--- config.mk ---
export PLATFORM = sky130hd
export DESIGN_NAME = instruction_register_prefetch_queue
export DESIGN_NICKNAME = d
export VERILOG_FILES = /design/src/rtl/instruction_register_prefetch_queue_pkg.sv /design/src/rtl/register_neg_load_enable.sv /design/src/rtl/instruction_register_prefetch_queue.sv
export SDC_FILE = /design/constraint.sdc
export NUM_CORES = 1
export LEC_CHECK = 0
export ABC_AREA = 1
export BUFFER_PORTS_ARGS = -buffer_cell sky130_fd_sc_hd__buf_2
export CAP_MARGIN = 40
export CORE_MARGIN = 1
export CORE_UTILIZATION = 58
export DETAILED_ROUTE_END_ITERATION = 12
export HOLD_SLACK_MARGIN = 0.08
export PLACE_DENSITY_LB_ADDON = 0.05
export SYNTH_ARGS = -nofsm -noshare
export SYNTH_HDL_FRONTEND = slang
export SYNTH_SLANG_ARGS = --single-unit
--- constraint.sdc ---
create_clock -name ClkN -period 3.25 [get_ports ClkN]
set_input_delay 0.975 -clock ClkN [delete_from_list [all_inputs] [get_ports ClkN]]
set_output_delay 0.975 -clock ClkN [all_outputs]
set_load 0.05 [all_outputs]
--- src/rtl/instruction_register_prefetch_queue_pkg.sv ---
// rtl/instruction_register_prefetch_queue_pkg.sv - shared constants and helpers for the IR prefetch queue
//
// Purpose: default geometry of the instruction register / prefetch queue,
//          the Count width helper and the opcode/operand field-slice helpers.
// Ports:   none (package).
package instruction_register_prefetch_queue_pkg;

  localparam int DEFAULT_WIDTH        = 8;
  localparam int DEFAULT_OPCODE_WIDTH = 4;
  localparam int DEFAULT_DEPTH        = 4;

  // Operand always starts at bit 0 of the instruction word.
  localparam int OPERAND_LSB = 0;

  // Count must represent 0..DEPTH inclusive, hence one bit more than the pointers.
  function automatic int countWidth(input int depth);
    return $clog2(depth) + 1;
  endfunction

  function automatic int opcodeMsb(input int width);
    return width - 1;
  endfunction

  function automatic int opcodeLsb(input int width, input int opcodeWidth);
    return width - opcodeWidth;
  endfunction

  function automatic int operandMsb(input int width, input int opcodeWidth);
    return width - opcodeWidth - 1;
  endfunction

endpackage

--- src/rtl/register_neg_load_enable.sv ---
// rtl/register_neg_load_enable.sv - falling-edge register with sync active-low clear and active-low load
//
// Purpose: WIDTH-bit storage element used for the instruction register and
//          for every prefetch queue slot.
// Ports:
//   ClkN   in   clock, captures on the falling edge
//   ClrN   in   synchronous active-low clear (wins over LoadN)
//   LoadN  in   active-low load enable; value recirculates when high
//   D      in   WIDTH-bit data to capture
//   Q      out  WIDTH-bit stored value
module register_neg_load_enable #(
  parameter int WIDTH = 8
) (
  input  logic             ClkN,
  input  logic             ClrN,
  input  logic             LoadN,
  input  logic [WIDTH-1:0] D,
  output logic [WIDTH-1:0] Q
);

  always_ff @(negedge ClkN) begin
    if (!ClrN) begin
      Q <= '0;
    end else if (!LoadN) begin
      Q <= D;
    end
  end

endmodule

--- src/rtl/instruction_register_prefetch_queue.sv ---
// rtl/instruction_register_prefetch_queue.sv - SAP instruction register with a small prefetch queue
//
// Purpose: words pushed from the W bus queue up in DEPTH slots; the controller
//          pops the oldest word into the IR, which exposes opcode/operand fields.
//          Popping an empty queue while pushing bypasses Din straight into the IR.
// Ports:
//   ClkN         in   clock, all state changes on the falling edge
//   ClrN         in   synchronous active-low reset
//   Din          in   WIDTH-bit word from the W bus
//   LoadN        in   active-low push of Din
//   NextN        in   active-low pop of the queue head into the IR
//   Opcode       out  upper OPCODE_WIDTH bits of the IR
//   Operand      out  remaining low bits of the IR
//   IrValid      out  IR holds a word from the latest pop (or not yet superseded)
//   Empty        out  Count == 0
//   Full         out  Count == DEPTH
//   Count        out  occupied queue entries
//   OverflowErr  out  sticky, a push was dropped because the queue was full
module instruction_register_prefetch_queue
  import instruction_register_prefetch_queue_pkg::*;
#(
  parameter int WIDTH        = DEFAULT_WIDTH,
  parameter int OPCODE_WIDTH = DEFAULT_OPCODE_WIDTH,
  parameter int DEPTH        = DEFAULT_DEPTH
) (
  input  logic                          ClkN,
  input  logic                          ClrN,
  input  logic [WIDTH-1:0]              Din,
  input  logic                          LoadN,
  input  logic                          NextN,
  output logic [OPCODE_WIDTH-1:0]       Opcode,
  output logic [WIDTH-OPCODE_WIDTH-1:0] Operand,
  output logic                          IrValid,
  output logic                          Empty,
  output logic                          Full,
  output logic [countWidth(DEPTH)-1:0]  Count,
  output logic                          OverflowErr
);

  localparam int PTR_W   = $clog2(DEPTH);
  localparam int CNT_W   = countWidth(DEPTH);
  localparam int OP_MSB  = opcodeMsb(WIDTH);
  localparam int OP_LSB  = opcodeLsb(WIDTH, OPCODE_WIDTH);
  localparam int OPR_MSB = operandMsb(WIDTH, OPCODE_WIDTH);

  logic [WIDTH-1:0] entryQ [DEPTH];
  logic [DEPTH-1:0] slotLoadN;
  logic [WIDTH-1:0] irQ;
  logic [WIDTH-1:0] irD;
  logic             irLoadN;

  logic [PTR_W-1:0] wpQ, rpQ;
  logic [CNT_W-1:0] countQ, countD;
  logic             irValidQ;
  logic             overflowQ;

  logic pushReq, popReq, isEmpty, isFull;
  logic bypass, popEn, pushEn, overflowEvt;

  assign pushReq = !LoadN;
  assign popReq  = !NextN;
  assign isEmpty = (countQ == '0);
  assign isFull  = (countQ == CNT_W'(DEPTH));

  // Empty queue with both strobes: Din goes straight to the IR, nothing is stored.
  assign bypass  = pushReq && popReq && isEmpty;
  assign popEn   = popReq && !isEmpty;
  // A pop on the same edge frees the head, so a full queue still accepts the push.
  assign pushEn  = pushReq && !bypass && (!isFull || popEn);
  assign overflowEvt = pushReq && !popReq && isFull;

  assign irLoadN = !(popEn || bypass);
  assign irD     = bypass ? Din : entryQ[rpQ];

  always_comb begin
    countD = countQ;
    if (pushEn && !popEn) begin
      countD = countQ + CNT_W'(1);
    end else if (popEn && !pushEn) begin
      countD = countQ - CNT_W'(1);
    end
  end

  genvar i;
  generate
    for (i = 0; i < DEPTH; i++) begin : gSlot
      assign slotLoadN[i] = !(pushEn && (wpQ == PTR_W'(i)));

      register_neg_load_enable #(
        .WIDTH(WIDTH)
      ) uSlot (
        .ClkN (ClkN),
        .ClrN (ClrN),
        .LoadN(slotLoadN[i]),
        .D    (Din),
        .Q    (entryQ[i])
      );
    end
  endgenerate

  register_neg_load_enable #(
    .WIDTH(WIDTH)
  ) uIr (
    .ClkN (ClkN),
    .ClrN (ClrN),
    .LoadN(irLoadN),
    .D    (irD),
    .Q    (irQ)
  );

  always_ff @(negedge ClkN) begin
    if (!ClrN) begin
      wpQ       <= '0;
      rpQ       <= '0;
      countQ    <= '0;
      irValidQ  <= 1'b0;
      overflowQ <= 1'b0;
    end else begin
      if (pushEn) begin
        wpQ <= wpQ + PTR_W'(1);
      end
      if (popEn) begin
        rpQ <= rpQ + PTR_W'(1);
      end
      countQ <= countD;
      // A pop request on an empty queue without a bypass word invalidates the IR.
      if (popReq) begin
        irValidQ <= popEn || bypass;
      end
      if (overflowEvt) begin
        overflowQ <= 1'b1;
      end
    end
  end

  assign Opcode      = irQ[OP_MSB:OP_LSB];
  assign Operand     = irQ[OPR_MSB:OPERAND_LSB];
  assign IrValid     = irValidQ;
  assign Empty       = isEmpty;
  assign Full        = isFull;
  assign Count       = countQ;
  assign OverflowErr = overflowQ;

endmodule

==> results of run 1 <==
cell families after synthesis:
| kind of cell | after synthesis |
|---|---|
| simple gates | 200 |
| compound gates | 63 |
| buf+inv | 49 |
| flops | 49 |
| fa+ha+maj | 6 |
through the flow:
stage	hold slack (ps)	area (um2)	setup WS [ps]	setup TNS, ps
3_3_place_gp	443	2830	-747	-27320
3_5_place_dp	461	2830	-818	-29400
2_1_floorplan	446	2560	-786	-5660
==> results.py, run 1 <==
metrics = {
    "run_status": {
        "status": "did not finish",
        "stop_stage": "4_1_cts",
        "stop_error": "[ERROR DPL-0033] detailed placement checks failed during check placement.",
    },
    "floorplan": {
        "start_util_pct": 61.0,
        "dieHeight_um": 67.1,
        "die_w_um": 67.1,
        "fp-row-count": 23,
        "ios": 27,
    },
    "synth": {
        "synth_cell_types": 21,
        "yosys.cell_count.top_type": "nand2_1",
        "yosys.area_share.simple_pct": 34.5,
        "yosys.area.top_type_share_pct": 39.9,
        "synth_area_mm2": 0.00246,
        "synth-seq-cells": 49,
        "synth_nets": 385,
        "synth_warnings": 0,
        "yosys-top-cells-count": "nand2_1 (87), nor2_1 (54), dfxtp_1 (49)",
        "synthCells": 367,
        "synth_seq_area_share_pct": 39.9,
        "synthArstFlopShare_pct": 0,
        "synthAdderAreaFrac_pct": 3.36,
        "yosys.area.top_type": "dfxtp_1",
        "synth_top_family_by_area": "simple AND/OR/NAND/NOR gates",
        "yosys_most_used_dff": "dfxtp_1",
        "synth_compound_area_share_pct": 12.8,
        "synth.avg_cell_area_um2": 6.69,
        "synth_edf_count": 0,
        "synth_xor_area_share_pct": 0,
        "synth.area.mux_share_pct": 0,
        "netlist_top_cells_area": "dfxtp_1 (40%), nand2_1 (13%), nand3_1 (9.6%)",
    },
    "clock_network": {
        "cts_htree_levels": 2,
        "cts_resized": 141,
        "numCtsBuffers": 5,
        "cts-root-buf": "clkbuf_8",
        "postCtsSetupBuffers": 18,
        "clk_path_buf_depth": 2,
        "cts_sinks": 49,
        "hold_buffers": 0,
    },
    "place": {
        "dp_hpwl_um": 3760,
        "dp_cells": 443,
        "place.gp.congestion": 0.809,
        "portBuffers": 26,
    },
}
==> run 2, diff against run 1 <==
--- a/config.mk
+++ b/config.mk
@@ -9,10 +9,9 @@
 export BUFFER_PORTS_ARGS = -buffer_cell sky130_fd_sc_hd__buf_2
 export CAP_MARGIN = 40
 export CORE_MARGIN = 1
-export CORE_UTILIZATION = 58
+export CORE_UTILIZATION = 40
 export DETAILED_ROUTE_END_ITERATION = 12
-export HOLD_SLACK_MARGIN = 0.08
-export PLACE_DENSITY_LB_ADDON = 0.05
+export PLACE_DENSITY_LB_ADDON = 0.15
 export SYNTH_ARGS = -nofsm -noshare
 export SYNTH_HDL_FRONTEND = slang
 export SYNTH_SLANG_ARGS = --single-unit
==> results.py, run 2 <==
metrics = {
    "pwr": {
        "p_leak_uw": 0.00189,
        "p_per_area_mw_per_mm2": 810,
        "fin_total_pwr_uw": 3300,
        "vdd_drop_max_v": 0.000631,
    },
    "worst_setup_path": {
        "critPathSlowestCell": "dfxtp_4",
        "arrival_ps": 2800,
        "max_stage_delay_ps": 340,
        "crit_required_ps": 2270,
        "path_class": "reg2out",
        "worst_setup_path_end_kind": "output port",
        "worstSetupStartpointType": "register",
        "crit_fanout": 3,
        "crit_chain": "nor2_4 -> nand2_2 -> inv_2 -> buf_8",
    },
    "timing": {
        "worst_slack_ps": -528,
        "rsz0062_at_grt": "true",
        "tns_ps": -6900,
        "hold_slack_ps": 469,
        "slew_violations": 0,
        "slew_headroom_pct": 35.7,
        "finalHoldViolCount": 0,
        "finalSetupViolCount": 53,
        "fin_skew_ps": 28.0,
        "worst_pin_slew_ps": 964,
    },
    "run_status": {
        "violations": "setup timing",
        "status": "complete, but fails checks",
    },
    "clock_network": {
        "cts-root-buf": "clkbuf_8",
        "cts_htree_levels": 2,
        "hold_buffers": 0,
        "path_clk_slew_ps": 30,
        "numCtsBuffers": 5,
        "clk_path_buf_depth": 2,
        "cts_sinks": 49,
        "clk_latency_ps": 390,
        "cts_tree": "built",
    },
    "synth": {
        "synth_compound_area_share_pct": 12.8,
        "yosys.cell_count.top_type": "nand2_1",
        "synthCells": 367,
        "synth_top_family_by_area": "simple AND/OR/NAND/NOR gates",
        "netlist_top_cells_area": "dfxtp_1 (40%), nand2_1 (13%), nand3_1 (9.6%)",
        "synth_area_mm2": 0.00246,
        "synthArstFlopShare_pct": 0,
        "synth_nets": 385,
        "synth_edf_count": 0,
        "yosys.area.top_type_share_pct": 39.9,
        "synth_cell_types": 21,
        "synth_seq_area_share_pct": 39.9,
        "yosys.area_share.simple_pct": 34.5,
        "yosys-top-cells-count": "nand2_1 (87), nor2_1 (54), dfxtp_1 (49)",
        "synth.avg_cell_area_um2": 6.69,
        "synth_xor_area_share_pct": 0,
        "synth.area.mux_share_pct": 0,
        "yosys.area.top_type": "dfxtp_1",
        "synth-seq-cells": 49,
        "yosys_most_used_dff": "dfxtp_1",
        "synth_warnings": 0,
        "synthAdderAreaFrac_pct": 3.36,
    },
    "run": {
        "max_cap_viol_count": 0,
    },
    "routing": {
        "first_pass_iters": 5,
        "drt-total-wl_um": 8510,
        "drc": 0,
        "drtIter0Drc": 198,
        "vias": 2877,
        "wire_per_inst_um": 15.6,
        "antenna_left": 0,
        "via_per_inst": 5.26,
    },
    "floorplan": {
        "die_w_um": 80.4,
        "ios": 27,
        "coreArea_mm2": 0.00592,
        "start_util_pct": 41.5,
        "dieArea_mm2": 0.00646,
        "fp-row-count": 28,
        "dieHeight_um": 80.4,
    },
    "layout": {
        "regArea_mm2": 0.00100,
        "layout_common_cells": "nand2_1 (81), inv_1 (63), nor2_1 (47)",
        "drive_above_1_share_pct": 39.8,
        "num-nets-final": 489,
        "diodes": 0,
        "area_growth_pct": 65.9,
        "final_common_cell": "nand2_1",
        "regMostFlops": "gSlot.uSlot.Q",
        "multiInputGateArea_mm2": 0.00165,
        "fillers": 470,
        "largest_register_ffs": 32,
    },
    "place": {
        "portBuffers": 26,
        "place.gp.congestion": 0.837,
        "dp_hpwl_um": 3960,
    },
    "grt": {
        "track_usage_pct": 23.6,
        "grt_overflow_total": 0,
        "antenna_found_initial": 0,
        "grt_pass1_vias": 2507,
        "grt_max_degree": 20,
        "grt_first_pass_wirelength_um": 11600,
    },
    "worst_hold_path": {
        "min_path_type": "reg2reg",
    },
}
==> run 2: cell counts after synthesis <==
Identical to the previous run, type by type.
==> run 2: metrics by stage <==
step	util [%]	std cells	area [um2]	worst slack, ps
finish	68.8	547	4070	-528
floorplan	-	367	2560	-786
global placement	48.3	466	2860	-743
detailed placement	48.3	466	2860	-786
global route	68.8	547	4070	-580
CTS	58.0	527	3440	-525
==> run 2: final cells by class <==
type | count | area share, %
sequential | 49 | 24.7
multi-input combinational | 270 | 40.6
inverter | 22 | 2.46
clock buffer | 5 | 1.69
clock inverter | 52 | 4.88
tap | 75 | 2.30
timing repair buffer | 74 | 23.4
==> run 2: where the power goes <==
part	internal (uW)	leakage [uW]	switching, uW	total (uW)
Combinational	843	0.00118	1020	1870
Clock	227	0.000307	383	610
Sequential	731	0.000406	93.1	824
==> run 2: worst paths after layout <==
check	from	endpoint	slack [ps]	cells after the start
max reg2reg	Count[0]	Count[2]	1280	14
min	gSlot[0].uSlot.Q[4]	gSlot[0].uSlot.Q[4]	470	2
min reg2reg	gSlot[0].uSlot.Q[4]	gSlot[0].uSlot.Q[4]	470	2
max	Count[0]	Full	-530	4
==> run 2: routing by layer <==
layer  part of all wire, %  vias up  track usage (%)
met2                    48      111             34.4
met4                   3.6        0             13.9
met5                     0        -                0
met3                   6.1       31             7.27
li1                      -     1387                -
met1                    42     1348             30.3
==> run 2: timing repair <==
item | 4_1_cts | 5_1_grt
resized for setup | 72 | 94
gates cloned | 2 | 9
pin swaps | 12 | 61
buffers inserted | 3 | 14
endpoints found under the setup margin | 58 | 56
==> run 2: logic make-up (layout without fill, tap and decap cells) <==
family,Yosys count,in the layout
and+or+nand+nor,200,201
AOI/OAI and AO/OA,63,63
DFF,49,49
buffers and inverters,49,153
adders and majority gates,6,6
==> run 2: worst max-delay path, delay by kind of cell (launching register included) <==
family                 cells  cell delay, ps
and+or+nand+nor            2             250
buffers and inverters      2             220
DFF                        1             340
Power figures use the tool's default switching activity.
==> run 3, diff against run 2 <==
==> constraint.sdc (replaced) <==
create_clock -name ClkN -period 3.1 [get_ports ClkN]
set_input_delay 0.93 -clock ClkN [delete_from_list [all_inputs] [get_ports ClkN]]
set_output_delay 0.93 -clock ClkN [all_outputs]
set_load 0.05 [all_outputs]
==> results.py, run 3 (synthesis gave the netlist of run 2 again) <==
metrics = {
    "clock_network": {
        "clk_latency_ps": 380,
        "clk_path_buf_depth": 2,
        "cts-root-buf": "clkbuf_8",
        "cts_htree_levels": 2,
        "numCtsBuffers": 5,
        "cts_tree": "built",
        "path_clk_slew_ps": 30,
        "hold_buffers": 0,
        "cts_sinks": 49,
    },
    "worst_setup_path": {
        "r2r_start": "Count[1]",
        "critPathSlowestCell": "dfxtp_4",
        "crit_fanout": 3,
        "crit_chain": "nor2_4 -> nand2_4 -> clkinvlp_4 -> buf_8",
        "crit_required_ps": 2170,
        "ff2ff_setup_slack_ps": 1190,
        "worst_setup_path_end_kind": "output port",
        "reg2reg_depth": 14,
        "critPathBufInv": 2,
        "cp_top_family": "flip-flops",
        "arrival_ps": 2720,
        "path_class": "reg2out",
        "max_stage_delay_ps": 340,
        "crit_start": "Count[1]",
        "worstSetupStartpointType": "register",
        "r2r_end": "Count[2]",
    },
    "routing": {
        "drtIter0Drc": 156,
        "vias": 2797,
        "via_per_inst": 5.09,
        "drt-total-wl_um": 7950,
        "wire_per_inst_um": 14.4,
        "antenna_left": 0,
        "first_pass_iters": 4,
        "drc": 0,
    },
    "pwr": {
        "p_per_area_mw_per_mm2": 848,
        "p_leak_uw": 0.00193,
        "vdd_drop_max_v": 0.000569,
    },
    "layout": {
        "regArea_mm2": 0.00101,
        "largest_register_ffs": 32,
        "regMostFlops": "gSlot.uSlot.Q",
        "area_growth_pct": 67.2,
        "layout_common_cells": "nand2_1 (79), inv_1 (62), nor2_1 (49)",
        "fin_util_pct": 69.4,
        "diodes": 0,
        "multiInputGateArea_mm2": 0.00167,
        "fillers": 469,
        "drive_above_1_share_pct": 40.6,
        "num-nets-final": 492,
        "final_common_cell": "nand2_1",
    },
    "grt": {
        "grt_first_pass_wirelength_um": 12700,
        "track_usage_pct": 26.1,
        "grt_pass1_vias": 2694,
        "grt_max_degree": 22,
        "antenna_found_initial": 0,
        "grt_overflow_total": 0,
    },
    "run": {
        "max_cap_viol_count": 0,
    },
    "timing": {
        "fin_skew_ps": 16.9,
        "hold_slack_ps": 467,
        "slew_headroom_pct": 29.1,
        "slew_violations": 0,
        "worst_pin_slew_ps": 1060,
        "worst_slack_ps": -552,
        "finalHoldViolCount": 0,
        "rsz0062_at_grt": "true",
        "finalSetupViolCount": 58,
    },
    "worst_hold_path": {
        "whs_endpoint": "gSlot[3].uSlot.Q[5]",
        "min_path_cells": 2,
        "hold_start": "gSlot[3].uSlot.Q[5]",
        "min_path_type": "reg2reg",
    },
    "floorplan": {
        "coreArea_mm2": 0.00592,
        "start_util_pct": 41.5,
        "die_w_um": 80.4,
        "fp-row-count": 28,
        "ios": 27,
        "dieHeight_um": 80.4,
        "dieArea_mm2": 0.00646,
    },
    "run_status": {
        "violations": "setup timing",
        "status": "complete, but fails checks",
    },
    "place": {
        "dp_hpwl_um": 4080,
        "portBuffers": 26,
        "place.gp.congestion": 0.825,
    },
}
==> run 3: cell count changes in the layout (fill, tap and decap cells not counted), moves of 3 or more <==
| cell | before | now |
|---|---|---|
| nand3_2 | 27 | 16 |
| a21oi_1 | 20 | 10 |
| nand3_1 | 18 | 28 |
| buf_16 | 1 | 8 |
| a21oi_2 | 26 | 32 |
| buf_12 | 10 | 4 |
| buf_4 | 22 | 28 |
| clkbuf_16 | 7 | 2 |
| a21oi_4 | 0 | 4 |
| nand2_4 | 3 | 7 |
| o21ai_1 | 6 | 3 |
==> run 3: how the worst max path moves through the flow <==
stage,depth (start not counted),slack [ps],endpoint
finish,4,-550,Empty
detailed placement,13,-850,Count[2]
floorplan,13,-820,Count[2]
CTS,4,-550,Full
global route,4,-610,Full
global placement,12,-780,Count[2]
==> run 3: what timing repair did <==
action,in CTS,in global routing
pin swaps,42,46
hold endpoints to repair,0,0
gates resized for setup,114,63
buffers inserted,16,4
gates cloned,9,2
endpoints found under the setup margin,60,60
==> run 3: final cells by class <==
class	instances	area share [%]
multi-input cells	270	40.7
flip-flops and latches	49	24.5
repair buffers	77	23.4
clock inverters	52	5.00
inverters	22	2.44
well taps	75	2.28
clock buffers	5	1.68
==> run 3: routing by layer <==
layer | track usage (%) | vias to the layer above | wire length, um
li1 | - | 1409 | -
met3 | 7.95 | 15 | 301
met5 | 0 | - | 0
met4 | 14.1 | 0 | 140
met1 | 31.6 | 1303 | 3490
met2 | 40.9 | 70 | 4010
==> run 3: worst register-to-register path: stages, from the launching register on <==
cell and delay [ps]:
dfxtp_4 340, nor2_4 150, nand2_2 90, buf_4 130
buf_4 120, nand2_2 90, nand2_4 70, ha_4 160
inv_2 60, fa_2 210, inv_1 40, nand2_1 80
nand3_2 90, o21ai_2 120, a21oi_1 50
==> run 3: stage by stage <==
step / power [uW] / std cells / setup WS, ps / instance area (um2) / setup TNS [ps]
global placement: 2110 / 466 / -777 / 2850 / -28760
finish: 3480 / 550 / -552 / 4110 / -9060
global route: 3710 / 550 / -608 / 4110 / -11120
detailed placement: 2130 / 466 / -854 / 2850 / -30390
floorplan: 1800 / 367 / -816 / 2560 / -7100
CTS: 3260 / 547 / -546 / 3820 / -8900
==> run 3: power breakdown <==
part	internal [uW]	switching, uW
registers	767	98.3
logic	909	1070
clock network	243	399
total	1920	1560
==> run 4, diff against run 3 <==
--- a/config.mk
+++ b/config.mk
@@ -10,8 +10,10 @@
 export CAP_MARGIN = 40
 export CORE_MARGIN = 1
 export CORE_UTILIZATION = 40
+export CTS_BUF_LIST = sky130_fd_sc_hd__clkbuf_2
 export DETAILED_ROUTE_END_ITERATION = 12
 export PLACE_DENSITY_LB_ADDON = 0.15
+export SKIP_CTS_REPAIR_TIMING = 1
 export SYNTH_ARGS = -nofsm -noshare
 export SYNTH_HDL_FRONTEND = slang
 export SYNTH_SLANG_ARGS = --single-unit
==> results.py, run 4 (synthesis gave the netlist of run 2 again) <==
metrics = {
    "run_status": {
        "violations": "setup timing",
        "status": "complete, but fails checks",
    },
    "worst_setup_path": {
        "critPathSlowestCell": "dfxtp_4",
        "crit_start": "Count[1]",
        "reg2reg_depth": 10,
        "arrival_ps": 2830,
        "worstSetupStartpointType": "register",
        "path_class": "reg2out",
        "crit_fanout": 3,
        "r2r_start": "Count[1]",
        "r2r_end": "Count[1]",
        "ff2ff_setup_slack_ps": 1310,
        "worst_setup_path_end_kind": "output port",
        "max_stage_delay_ps": 350,
        "crit_chain": "nor2_4 -> nand2_2 -> inv_2 -> buf_8",
        "crit_required_ps": 2170,
    },
    "pwr": {
        "p_leak_uw": 0.00165,
        "vdd_drop_max_v": 0.000517,
        "p_per_area_mw_per_mm2": 834,
        "fin_total_pwr_uw": 2790,
    },
    "grt": {
        "grt_overflow_total": 0,
        "antenna_found_initial": 0,
        "track_usage_pct": 21.4,
        "grt_first_pass_wirelength_um": 10700,
        "grt_max_degree": 36,
        "grt_pass1_vias": 2382,
    },
    "timing": {
        "slew_headroom_pct": 48.5,
        "worst_slack_ps": -659,
        "fin_skew_ps": 38.8,
        "finalHoldViolCount": 0,
        "slew_violations": 0,
        "rsz0062_at_grt": "true",
        "worst_pin_slew_ps": 773,
        "tns_ps": -6540,
        "finalSetupViolCount": 17,
    },
    "worst_hold_path": {
        "hold_start": "gSlot[2].uSlot.Q[2]",
        "min_path_cells": 2,
        "whs_endpoint": "gSlot[2].uSlot.Q[2]",
        "min_path_type": "reg2reg",
    },
    "clock_network": {
        "cts_htree_levels": 2,
        "numCtsBuffers": 5,
        "cts_sinks": 49,
        "cts_tree": "built",
        "clk_latency_ps": 510,
        "path_clk_slew_ps": 60,
        "cts-root-buf": "clkbuf_2",
        "clk_path_buf_depth": 2,
    },
    "floorplan": {
        "start_util_pct": 41.5,
        "dieHeight_um": 80.4,
        "ios": 27,
        "coreArea_mm2": 0.00592,
        "die_w_um": 80.4,
        "fp-row-count": 28,
        "dieArea_mm2": 0.00646,
    },
    "routing": {
        "via_per_inst": 4.95,
        "antenna_left": 0,
        "first_pass_iters": 4,
        "drtIter0Drc": 164,
        "wire_per_inst_um": 12.3,
        "drt-total-wl_um": 6460,
        "vias": 2606,
        "drc": 0,
    },
    "layout": {
        "area_growth_pct": 36.1,
        "layout_common_cells": "nand2_1 (84), inv_1 (62), nor2_1 (53)",
        "final_common_cell": "nand2_1",
        "final_cell_area_mm2": 0.00334,
        "diodes": 0,
        "regMostFlops": "gSlot.uSlot.Q",
        "largest_register_ffs": 32,
        "num-nets-final": 468,
        "fin_util_pct": 56.4,
        "drive_above_1_share_pct": 25.3,
    },
    "run": {
        "max_cap_viol_count": 0,
    },
    "place": {
        "dp_slack_ps": -854,
        "place.gp.congestion": 0.825,
        "portBuffers": 26,
        "dp_hpwl_um": 4080,
        "dpl_cell_area_mm2": 0.00285,
    },
}
==> run 4: changes by cell type in the layout (fill, tap and decap cells not counted), moves of 5 or more <==
cell | previous run | this run
buf_6 | 9 | 1
o21ai_0 | 6 | 14
clkbuf_2 | 0 | 5
o21ai_2 | 8 | 2
nand2_1 | 79 | 84
a21oi_2 | 32 | 14
nand3_2 | 16 | 1
a21oi_1 | 10 | 32
clkbuf_8 | 5 | 0
nand3_1 | 28 | 46
buf_16 | 8 | 0
==> run 4: worst max-delay path by stage <==
stage / endpoint / slack (ps) / cells after the start
detailed placement: Count[2] / -850 / 13
global placement: Count[2] / -780 / 12
floorplan: Count[2] / -820 / 13
finish: Full / -660 / 4
global route: Full / -770 / 4
CTS: Full / -810 / 4
==> run 4: final cells by class <==
type                            instances  area (um2)
Fill cell                             599        2580
Multi-Input combinational cell        269        1360
Sequential cell                        49        1000
Timing Repair Buffer                   54         557
Clock inverter                         52         205
Inverter                               22        96.3
Tap cell                               75        93.8
Clock buffer                            5        25.0
==> run 4: metal layers <==
layer | up-vias | global-route usage (%) | share of wire [%]
met4 | 0 | 9.46 | 0.88
met2 | 56 | 31.5 | 47
li1 | 1341 | - | -
met1 | 1205 | 27.7 | 47
met3 | 4 | 7.61 | 4.8
met5 | - | 0 | 0
==> run 4: where the power goes <==
| part | internal (uW) | total (uW) | switching (uW) |
|---|---|---|---|
| sequential | 761 | 849 | 88.7 |
| clock | 142 | 522 | 380 |
| combinational | 583 | 1420 | 834 |
| total | 1490 | 2790 | 1300 |
==> run 4: critical path: cells and delay by family, from the launching register on <==
kind	cells	cell delay, ps
AND/OR/NAND/NOR	2	250
flip-flops	1	350
buffers and inverters	2	220
==> run 4: through the flow <==
step                      std cells  hold WS [ps]
after floorplan                 367           446
after global placement          466           445
after detailed placement        466           461
after CTS                       522           475
after global routing            526           508
final                           526           479
